[src/rtl/mem_access_unit_pkg.sv]
// Shared size codes, FSM state encoding and store-lane packing helpers for mem_access_unit.
package mem_access_unit_pkg;

    localparam logic [1:0] SIZE_BYTE = 2'b00;
    localparam logic [1:0] SIZE_HALF = 2'b01;
    localparam logic [1:0] SIZE_WORD = 2'b10;

    typedef enum logic [1:0] {
        MAU_IDLE   = 2'd0,
        MAU_ACCESS = 2'd1,
        MAU_RESP   = 2'd2
    } mau_state_t;

    typedef struct packed {
        logic [3:0]  be;
        logic [31:0] wdata;
    } store_pack_t;

    // Misaligned halfword/word offsets fall onto the aligned lane because
    // the half enable shift ignores off[0] and word always enables all lanes.
    function automatic store_pack_t pack_store(input logic [1:0]  size,
                                               input logic [1:0]  off,
                                               input logic [31:0] wdata);
        store_pack_t p;
        case (size)
            SIZE_BYTE: begin
                p.wdata = {4{wdata[7:0]}};
                p.be    = 4'b0001 << off;
            end
            SIZE_HALF: begin
                p.wdata = {2{wdata[15:0]}};
                p.be    = 4'b0011 << {off[1], 1'b0};
            end
            default: begin
                p.wdata = wdata;
                p.be    = 4'b1111;
            end
        endcase
        return p;
    endfunction

    function automatic logic is_misaligned(input logic [1:0] size,
                                           input logic [1:0] off);
        logic mis;
        case (size)
            SIZE_BYTE: mis = 1'b0;
            SIZE_HALF: mis = off[0];
            default:   mis = (off != 2'b00);
        endcase
        return mis;
    endfunction

endpackage

[src/rtl/ld_lane_ext.sv]
// Load lane extractor: selects the addressed byte/halfword of a memory word and sign/zero-extends it.
module ld_lane_ext
    import mem_access_unit_pkg::*;
(
    input  logic [31:0] rdata,
    input  logic [1:0]  offset,
    input  logic [1:0]  size,
    input  logic        sext,
    output logic [31:0] result
);

    logic [7:0]  lane8;
    logic [15:0] lane16;

    always_comb begin
        lane8  = 8'(rdata >> {offset, 3'b000});
        lane16 = offset[1] ? rdata[31:16] : rdata[15:0];
        result = rdata;
        case (size)
            SIZE_BYTE: result = {{24{sext & lane8[7]}}, lane8};
            SIZE_HALF: result = {{16{sext & lane16[15]}}, lane16};
            default:   result = rdata;
        endcase
    end

endmodule

[src/rtl/mem_access_unit.sv]
// Data-memory access unit: core req/rsp handshake to memory en/ack with store packing and load extension.
// Optional macro MISALIGN_TRAP_EN turns misaligned requests into error responses without a memory access.
module mem_access_unit
    import mem_access_unit_pkg::*;
#(
    parameter int TIMEOUT_CYC = 15
) (
    input  logic        clk,
    input  logic        reset,
    input  logic        req_valid,
    output logic        req_ready,
    input  logic        req_we,
    input  logic [1:0]  req_size,
    input  logic        req_sext,
    input  logic [31:0] req_addr,
    input  logic [31:0] req_wdata,
    output logic        mem_en,
    output logic [3:0]  mem_be,
    output logic [31:0] mem_addr,
    output logic [31:0] mem_wdata,
    input  logic        mem_ack,
    input  logic [31:0] mem_rdata,
    output logic        rsp_valid,
    output logic [31:0] rsp_rdata,
    output logic        rsp_err
);

    localparam int CNT_W    = $clog2(TIMEOUT_CYC + 2);
    localparam int TO_LAST_I = (TIMEOUT_CYC > 0) ? TIMEOUT_CYC - 1 : 0;
    localparam logic [CNT_W-1:0] TO_LAST = CNT_W'(TO_LAST_I);

    mau_state_t       state, state_d;
    logic [CNT_W-1:0] cnt, cnt_d;
    logic [1:0]       off_q, size_q;
    logic             sext_q, we_q;

    logic             mem_en_d;
    logic [3:0]       mem_be_d;
    logic [31:0]      mem_addr_d, mem_wdata_d;
    logic             rsp_valid_d;
    logic [31:0]      rsp_rdata_d;
    logic             rsp_err_d;

    logic             accept, misalign, timeout_hit;
    logic [31:0]      ld_data;
    store_pack_t      pk;

    assign req_ready = (state == MAU_IDLE) && !reset;
    assign accept    = req_valid && req_ready;
    assign pk        = pack_store(req_size, req_addr[1:0], req_wdata);

`ifdef MISALIGN_TRAP_EN
    assign misalign = is_misaligned(req_size, req_addr[1:0]);
`else
    assign misalign = 1'b0;
`endif

    // cnt counts ACCESS cycles already spent without ack, so the timeout
    // fires on the TIMEOUT_CYC-th such cycle; an ack in that cycle still wins.
    assign timeout_hit = (TIMEOUT_CYC > 0) && (cnt == TO_LAST);

    ld_lane_ext u_ld_lane_ext (
        .rdata  (mem_rdata),
        .offset (off_q),
        .size   (size_q),
        .sext   (sext_q),
        .result (ld_data)
    );

    always_comb begin
        state_d     = state;
        cnt_d       = cnt;
        mem_en_d    = 1'b0;
        mem_be_d    = mem_be;
        mem_addr_d  = mem_addr;
        mem_wdata_d = mem_wdata;
        rsp_rdata_d = rsp_rdata;
        rsp_err_d   = rsp_err;
        case (state)
            MAU_IDLE: begin
                if (accept) begin
                    mem_addr_d  = {req_addr[31:2], 2'b00};
                    mem_be_d    = req_we ? pk.be : 4'b0000;
                    mem_wdata_d = pk.wdata;
                    cnt_d       = '0;
                    if (misalign) begin
                        state_d     = MAU_RESP;
                        rsp_rdata_d = '0;
                        rsp_err_d   = 1'b1;
                    end else begin
                        state_d  = MAU_ACCESS;
                        mem_en_d = 1'b1;
                    end
                end
            end
            MAU_ACCESS: begin
                if (mem_ack) begin
                    state_d     = MAU_RESP;
                    rsp_rdata_d = we_q ? 32'd0 : ld_data;
                    rsp_err_d   = 1'b0;
                end else if (timeout_hit) begin
                    state_d     = MAU_RESP;
                    rsp_rdata_d = '0;
                    rsp_err_d   = 1'b1;
                end else begin
                    mem_en_d = 1'b1;
                    cnt_d    = cnt + 1'b1;
                end
            end
            MAU_RESP: state_d = MAU_IDLE;
            default:  state_d = MAU_IDLE;
        endcase
        rsp_valid_d = (state_d == MAU_RESP);
    end

    always_ff @(posedge clk) begin
        if (reset) begin
            state     <= MAU_IDLE;
            cnt       <= '0;
            mem_en    <= 1'b0;
            mem_be    <= '0;
            mem_addr  <= '0;
            mem_wdata <= '0;
            rsp_valid <= 1'b0;
            rsp_rdata <= '0;
            rsp_err   <= 1'b0;
        end else begin
            state     <= state_d;
            cnt       <= cnt_d;
            mem_en    <= mem_en_d;
            mem_be    <= mem_be_d;
            mem_addr  <= mem_addr_d;
            mem_wdata <= mem_wdata_d;
            rsp_valid <= rsp_valid_d;
            rsp_rdata <= rsp_rdata_d;
            rsp_err   <= rsp_err_d;
        end
    end

    // Request attributes used only for load extraction; no reset needed.
    always_ff @(posedge clk) begin
        if (accept) begin
            off_q  <= req_addr[1:0];
            size_q <= req_size;
            sext_q <= req_sext;
            we_q   <= req_we;
        end
    end

endmodule

[config.mk]
export PLATFORM = sky130hd
export DESIGN_NAME = mem_access_unit
export DESIGN_NICKNAME = d
export VERILOG_FILES = /design/src/rtl/mem_access_unit_pkg.sv /design/src/rtl/ld_lane_ext.sv /design/src/rtl/mem_access_unit.sv
export SDC_FILE = /design/constraint.sdc
export NUM_CORES = 1
export LEC_CHECK = 0
export ABC_CLOCK_PERIOD_IN_PS = 1710
export CAP_MARGIN = 20
export CORE_ASPECT_RATIO = 0.6
export CORE_MARGIN = 5
export CORE_UTILIZATION = 39
export CTS_BUF_LIST = sky130_fd_sc_hd__clkbuf_8 sky130_fd_sc_hd__clkbuf_16
export CTS_CLUSTER_DIAMETER = 100
export CTS_CLUSTER_SIZE = 40
export DETAILED_ROUTE_END_ITERATION = 7
export GPL_TIMING_DRIVEN = 0
export PLACE_DENSITY_LB_ADDON = 0.15
export SYNTH_ARGS = -nofsm -noshare
export SYNTH_HDL_FRONTEND = slang
export SYNTH_HIERARCHICAL = 1
export SYNTH_SLANG_ARGS = --single-unit
[constraint.sdc]
create_clock -name clk -period 1.71 [get_ports clk]
set_clock_uncertainty 0.2 [all_clocks]
set_input_delay 0.342 -clock clk [delete_from_list [all_inputs] [get_ports clk]]
set_output_delay 0.342 -clock clk [all_outputs]
set_load 0.005 [all_outputs]
# Word level (Yosys, flattened, before mapping)
# Cells that the tools add are included.
[word_totals]
out_inout_bits = 104
inputBits = 104
word_cells = 59
register_bits = 114
[classes]
addsub = 1
shifts = 3
eq_ne = 8
n_mux = 21
n_reduce_logical = 11
bitwise = 2
[op_table]
columns = ["operator", "n"]
rows = [
  ["$mux 32", 3],
  ["$pmux 36 s2", 1],
  ["$pmux 32 s2", 1],
  ["$shr 32x5->8", 1],
  ["$mux 16", 1],
  ["$mux 5", 3],
  ["$pmux 5 s2", 1],
  ["$eq 2x1->1 const B", 3],
  ["$logic_not 2->1", 3],
  ["$mux 2", 3],
  ["$ne 2x2->1 const B", 3],
  ["$add 5x1->5 const B", 1],
  ["$eq 5x4->1 const B", 1],
  ["$mux 1", 5],
  ["$mux 4", 1],
  ["$pmux 2 s2", 1],
  ["$reduce_and 2->1", 2],
  ["$reduce_and 4->1", 1],
  ["$reduce_bool 2->1", 2],
  ["$shl 1x2->4 const A", 1],
  ["$shl 2x2->4 const A", 1],
  ["$and 1x1->1", 2],
  ["$eq 2x2->1 const B", 1],
  ["$logic_and 1x1->1", 2],
  ["2 further kinds", 2],
]

# Depth between registers and ports, before layout
[depth]
ltp_word = 6
depth_mapped = 6
depth_no_buf = 5

# Hierarchy
# Netlist, hierarchy kept.
[by_module_without_submodules]
columns = ["module", "area_each_um2", "seq_area_each_um2", "n_inst", "cells_per_inst"]
rows = [
  ["mem_access_unit", 4408.0, 2342.2, 1, 451],
  ["ld_lane_ext", 706.9, 0.0, 1, 93],
]

# Worst setup path before layout
# Ideal clock, no wire load.
[synth_timing]
path_type = "reg-to-reg"
start = "register off_q[1]"
end = "register rsp_rdata[10]"
required_ps = 1393
n_path_buf = 2
slack_ps = -147
t_arrival_ps = 1539
setup_time_ps = 117
stages_incl_launch_ff = 7
synth_period_minus_slack_ps = 1857
cell_sequence = "edfxtp_1 > buf_6 > nor2b_1 > buf_4 > a22o_1 > a221o_1 > a32o_1"
[synth_between]
elab_chain_cells = 5
elab_cells_between_ends = 6
classes_between = "shift (1); mux (4); bitwise (1)"
[synth_rtl]
columns = ["item", "line", "text"]
rows = [
  ["start: declaration", "mem_access_unit.sv:34", "logic [1:0] off_q, size_q;"],
  ["start signal: assignment", "mem_access_unit.sv:143", "off_q <= req_addr[1:0];"],
  ["$shr 32x5->8", "ld_lane_ext.sv:16", "lane8 = 8'(rdata >> {offset, 3'b000});"],
  ["$and 1x1->1", "ld_lane_ext.sv:20", "SIZE_BYTE: result = {{24{sext & lane8[7]}}, lane8};"],
  ["$pmux 32 s2 (*)", "ld_lane_ext.sv:19", "case (size)"],
  ["named net ld_data[10]", "mem_access_unit.sv:45", "logic [31:0] ld_data;"],
  ["$mux 32 (*)", "mem_access_unit.sv:99", "rsp_rdata_d = we_q ? 32'd0 : ld_data;"],
  ["$mux 32 (*)", "mem_access_unit.sv:97", "if (mem_ack) begin"],
  ["end signal: assignment", "mem_access_unit.sv:135", "rsp_rdata <= rsp_rdata_d;"],
  ["end: declaration", "mem_access_unit.sv:24", "output logic [31:0] rsp_rdata,"],
]
# The timed path passes the listed nets; every way through them passes the cells marked *.
# A chain may end at the register's enable or synchronous reset.

# Worst setup path in the final report
[layout_timing]
start = "input port mem_rdata[31]"
end = "register rsp_rdata[12]"
[layout_between]
elab_chain_cells = 5
[layout_rtl]
columns = ["item", "line", "text"]
rows = [
  ["start: declaration", "mem_access_unit.sv:22", "input logic [31:0] mem_rdata,"],
  ["$shr 32x5->8", "ld_lane_ext.sv:16", ""],
  ["$and 1x1->1", "ld_lane_ext.sv:20", ""],
  ["$pmux 32 s2", "ld_lane_ext.sv:19", ""],
  ["named net ld_data[12]", "mem_access_unit.sv:45", ""],
  ["$mux 32", "mem_access_unit.sv:99", ""],
  ["$mux 32", "mem_access_unit.sv:97", ""],
]
# The timed path passes the listed nets, and every way through them passes these cells.

==> results.py <==
metrics = {
    "clock_network": {
        "clk_pin_slew_ns": 0.06,
        "cts_sinks": 114,
        "cts_made_buffers": 17,
        "root_buffer": "clkbuf_16",
        "htreeDepth": 4,
        "tritoncts": "built",
        "worst_skew_pair.late_latency_ns": 0.40,
        "clockBufferDepth": 2,
    },
    "synth": {
        "async_flop_share_pct": 0,
        "ys_ff_latch": 114,
        "yosysTopAreaCellShare_pct": 42.3,
        "syn_inst": 544,
        "synth_top_area_cell": "dfxtp_1",
        "synth.area.top_cells": "dfxtp_1, nand2_1, a32o_1, a21oi_1, mux2i_1",
        "synth_edf_count": 6,
        "synth.avg_cell_area_um2": 9.40,
        "ys_types": 54,
        "ys_seq_area_share_pct": 45.8,
        "ys_top_cells_by_count": "nand2_1, dfxtp_1, a21oi_1",
        "synth.yosys.warnings": 6,
        "syn_area_um2": 5110,
        "yosysMostFrequentCell": "nand2_1",
        "synth-main-ff-cell": "dfxtp_1",
    },
    "timing": {
        "setup_ws_ns": -0.284,
        "max_slew_margin_pct": 47.4,
        "finalCriticalPeriod_ns": 1.99,
        "rsz0062_at_grt": "true",
        "maxSlewViolCount": 0,
        "fmax_mhz": 501,
        "period_share_pct": 117,
        "max_slew.worst_pin.slew_ns": 0.789,
        "finalSetupViolCount": 106,
        "worst_hold_slack_ns": 0.164,
        "hold_violations": 0,
    },
    "job": {
        "cap_violations": 0,
    },
    "placement": {
        "place_area_um2": 7410,
        "numPortBuffers": 205,
        "gp_congestion": 0.872,
        "placed_cells": 920,
        "place_hpwl_mm": 14.1,
    },
    "global_routing": {
        "grt_pass1_vias": 5275,
        "antenna_found_initial": 0,
        "gr-total-overflow": 0,
        "grt_pass1_wl_mm": 29.8,
        "grt_max_degree": 17,
        "track_usage_pct": 24.8,
    },
    "hold_path": {
        "worstHoldStart": "reset",
        "worst_hold_path_type": "input port to flip-flop",
        "whs_endpoint": "mem_wdata[8]$_SDFFE_PP0P_",
        "hold_path_depth": 3,
    },
    "cells_and_area": {
        "area_delta_synth_final_pct": 79.1,
        "fin_nets": 911,
        "num_antenna_cells": 0,
        "stdcell_area_um2": 9160,
        "layout-drive-gt1-share_pct": 33.8,
        "fin_cells": 987,
        "fill_cells": 969,
    },
    "drt": {
        "wl_per_cell_um": 20.8,
        "viasPerCell": 5.51,
        "drt-total-wl_mm": 20.6,
        "postRouteAntennaNets": 0,
        "drtIter0Drc": 291,
        "via_count": 5435,
        "dr.pass1.iters": 5,
        "drc_errors": 0,
    },
    "setup_path": {
        "critical_path_arrival_ns": 2.09,
        "cp_max_fo": 8,
        "cp.required_ns": 1.80,
        "endpoint_kind": "flip-flop",
        "reg2reg_depth": 4,
        "crit_type": "input port to flip-flop",
        "slowest_delay_ns": 0.51,
        "rr_endpoint": "rsp_rdata[12]$_SDFFE_PP0P_",
        "r2r_start": "off_q[1]$_DFFE_PP_",
        "reg2reg_slack_ns": -0.26,
        "critPathLaunchType": "input port",
        "crit_chain": "clkdlybuf4s50_1 > mux4_2 > nor3b_4 > a221o_1 > a32o_1",
        "cp_slowest_cell": "mux4_2",
    },
    "pwr": {
        "ir_drop_v": 0.000755,
        "power.leakage_nw": 4.03,
        "p_per_area_nw_per_um2": 828,
    },
    "die": {
        "die-area_um2": 15600,
        "core_um2": 12900,
        "rows": 32,
        "fp.dieW_um": 158,
        "die_h_um": 98.7,
        "ios": 208,
        "start_util_pct": 39.8,
    },
    "status": {
        "violations": "negative setup slack",
        "outcome": "complete, but fails checks",
    },
}
==> routing by layer <==
layer / track usage (%) / vias to the layer above / wire length, um / share of wire, %
li1: - / 2511 / - / -
met1: 34.5 / 2650 / 9020 / 44
met2: 35.3 / 236 / 9040 / 44
met3: 9.70 / 38 / 2090 / 10
met4: 8.06 / 0 / 427 / 2.1
met5: 0 / - / 0 / 0
==> area by class of cell <==
class,instances,area (um2),area share [%]
Multi-Input combinational cell,374,3090,33.8
Clock inverter,14,101,1.11
Sequential cell,114,2350,25.7
Buffer,44,423,4.62
Tap cell,170,213,2.32
Inverter,10,50.0,0.546
Timing Repair inverter,1,30.0,0.328
Clock buffer,17,425,4.64
Timing Repair Buffer,243,2470,27.0
==> report_power, final <==
part	internal, mW	total, mW	switching [mW]
clock	1.95	3.19	1.24
sequential	2.80	2.88	0.0753
combinational	0.801	1.52	0.720
==> logic make-up (layout without fill, tap and decap cells) <==
logic type / after synthesis / in the layout / synth area share (%)
AO/OA/AOI/OAI: 171 / 171 / 26.4
AND/OR/NAND/NOR: 171 / 171 / 15.1
flip-flops: 114 / 114 / 45.8
buffers and inverters: 57 / 329 / 6.19
multiplexers: 28 / 28 / 5.97
adder cells (fa/ha/maj): 2 / 2 / 0.489
other: 1 / 2 / 0.0733
==> metrics by stage <==
step	power, mW	setup WS [ns]	utilization (%)	setup TNS (ns)
finish	7.59	-0.284	71.3	-12.75
global route	7.85	-0.316	71.3	-17.28
CTS	7.53	-0.286	68.6	-15.92
detailed placement	4.08	-1.44	57.7	-79.15
global placement	4.06	-1.44	57.7	-78.84
floorplan	3.43	-0.129	-	-1.76
==> registers in the layout (all words and copies together) (netlist names) <==
name       cells
sext_q         1
off_q          2
rsp_rdata     32
mem_en         1
mem_wdata     32
state          2
mem_be         4
we_q           1
mem_addr      30
size_q         2
rsp_valid      1
rsp_err        1
cnt            5
==> placed cells by master, fill, tap and decap left out, drive strengths merged, types with 10 or more instances in the layout <==
cell type and n:
clkinv 10, clkdlybuf4s50 101, buf 67, dfxtp 108
a21oi 50, nor2 19, dlygate4sd2 102, clkbuf 34
nand2 119, a32o 32, mux2i 20, o21ai 29
inv 12
==> critical path, delay by kind of cell <==
family | cells | cell delay, ns
compound gates | 2 | 0.55
simple gates | 1 | 0.20
mux | 1 | 0.51
buf+inv | 1 | 0.49
==> timing repair <==
action	in CTS	in global routing
gates resized for setup	248	140
endpoints found under the setup margin	214	109
pin swaps	55	64
hold buffers	0	0
buffers inserted	24	9
endpoints found under the hold margin	0	0
gates cloned	13	0
==> worst max path at each step <==
stage | depth (start not counted) | to | slack, ns | from
floorplan | 6 | rsp_rdata[10]$_SDFFE_PP0P_ | -0.13 | off_q[1]$_DFFE_PP_
global placement | 5 | req_ready | -1.44 | reset
detailed placement | 5 | req_ready | -1.44 | reset
CTS | 4 | rsp_rdata[15]$_SDFFE_PP0P_ | -0.29 | off_q[1]$_DFFE_PP_
global route | 4 | rsp_rdata[15]$_SDFFE_PP0P_ | -0.32 | off_q[1]$_DFFE_PP_
finish | 5 | rsp_rdata[12]$_SDFFE_PP0P_ | -0.28 | mem_rdata[31]
Note: power is estimated with default switching activity, not from simulation.
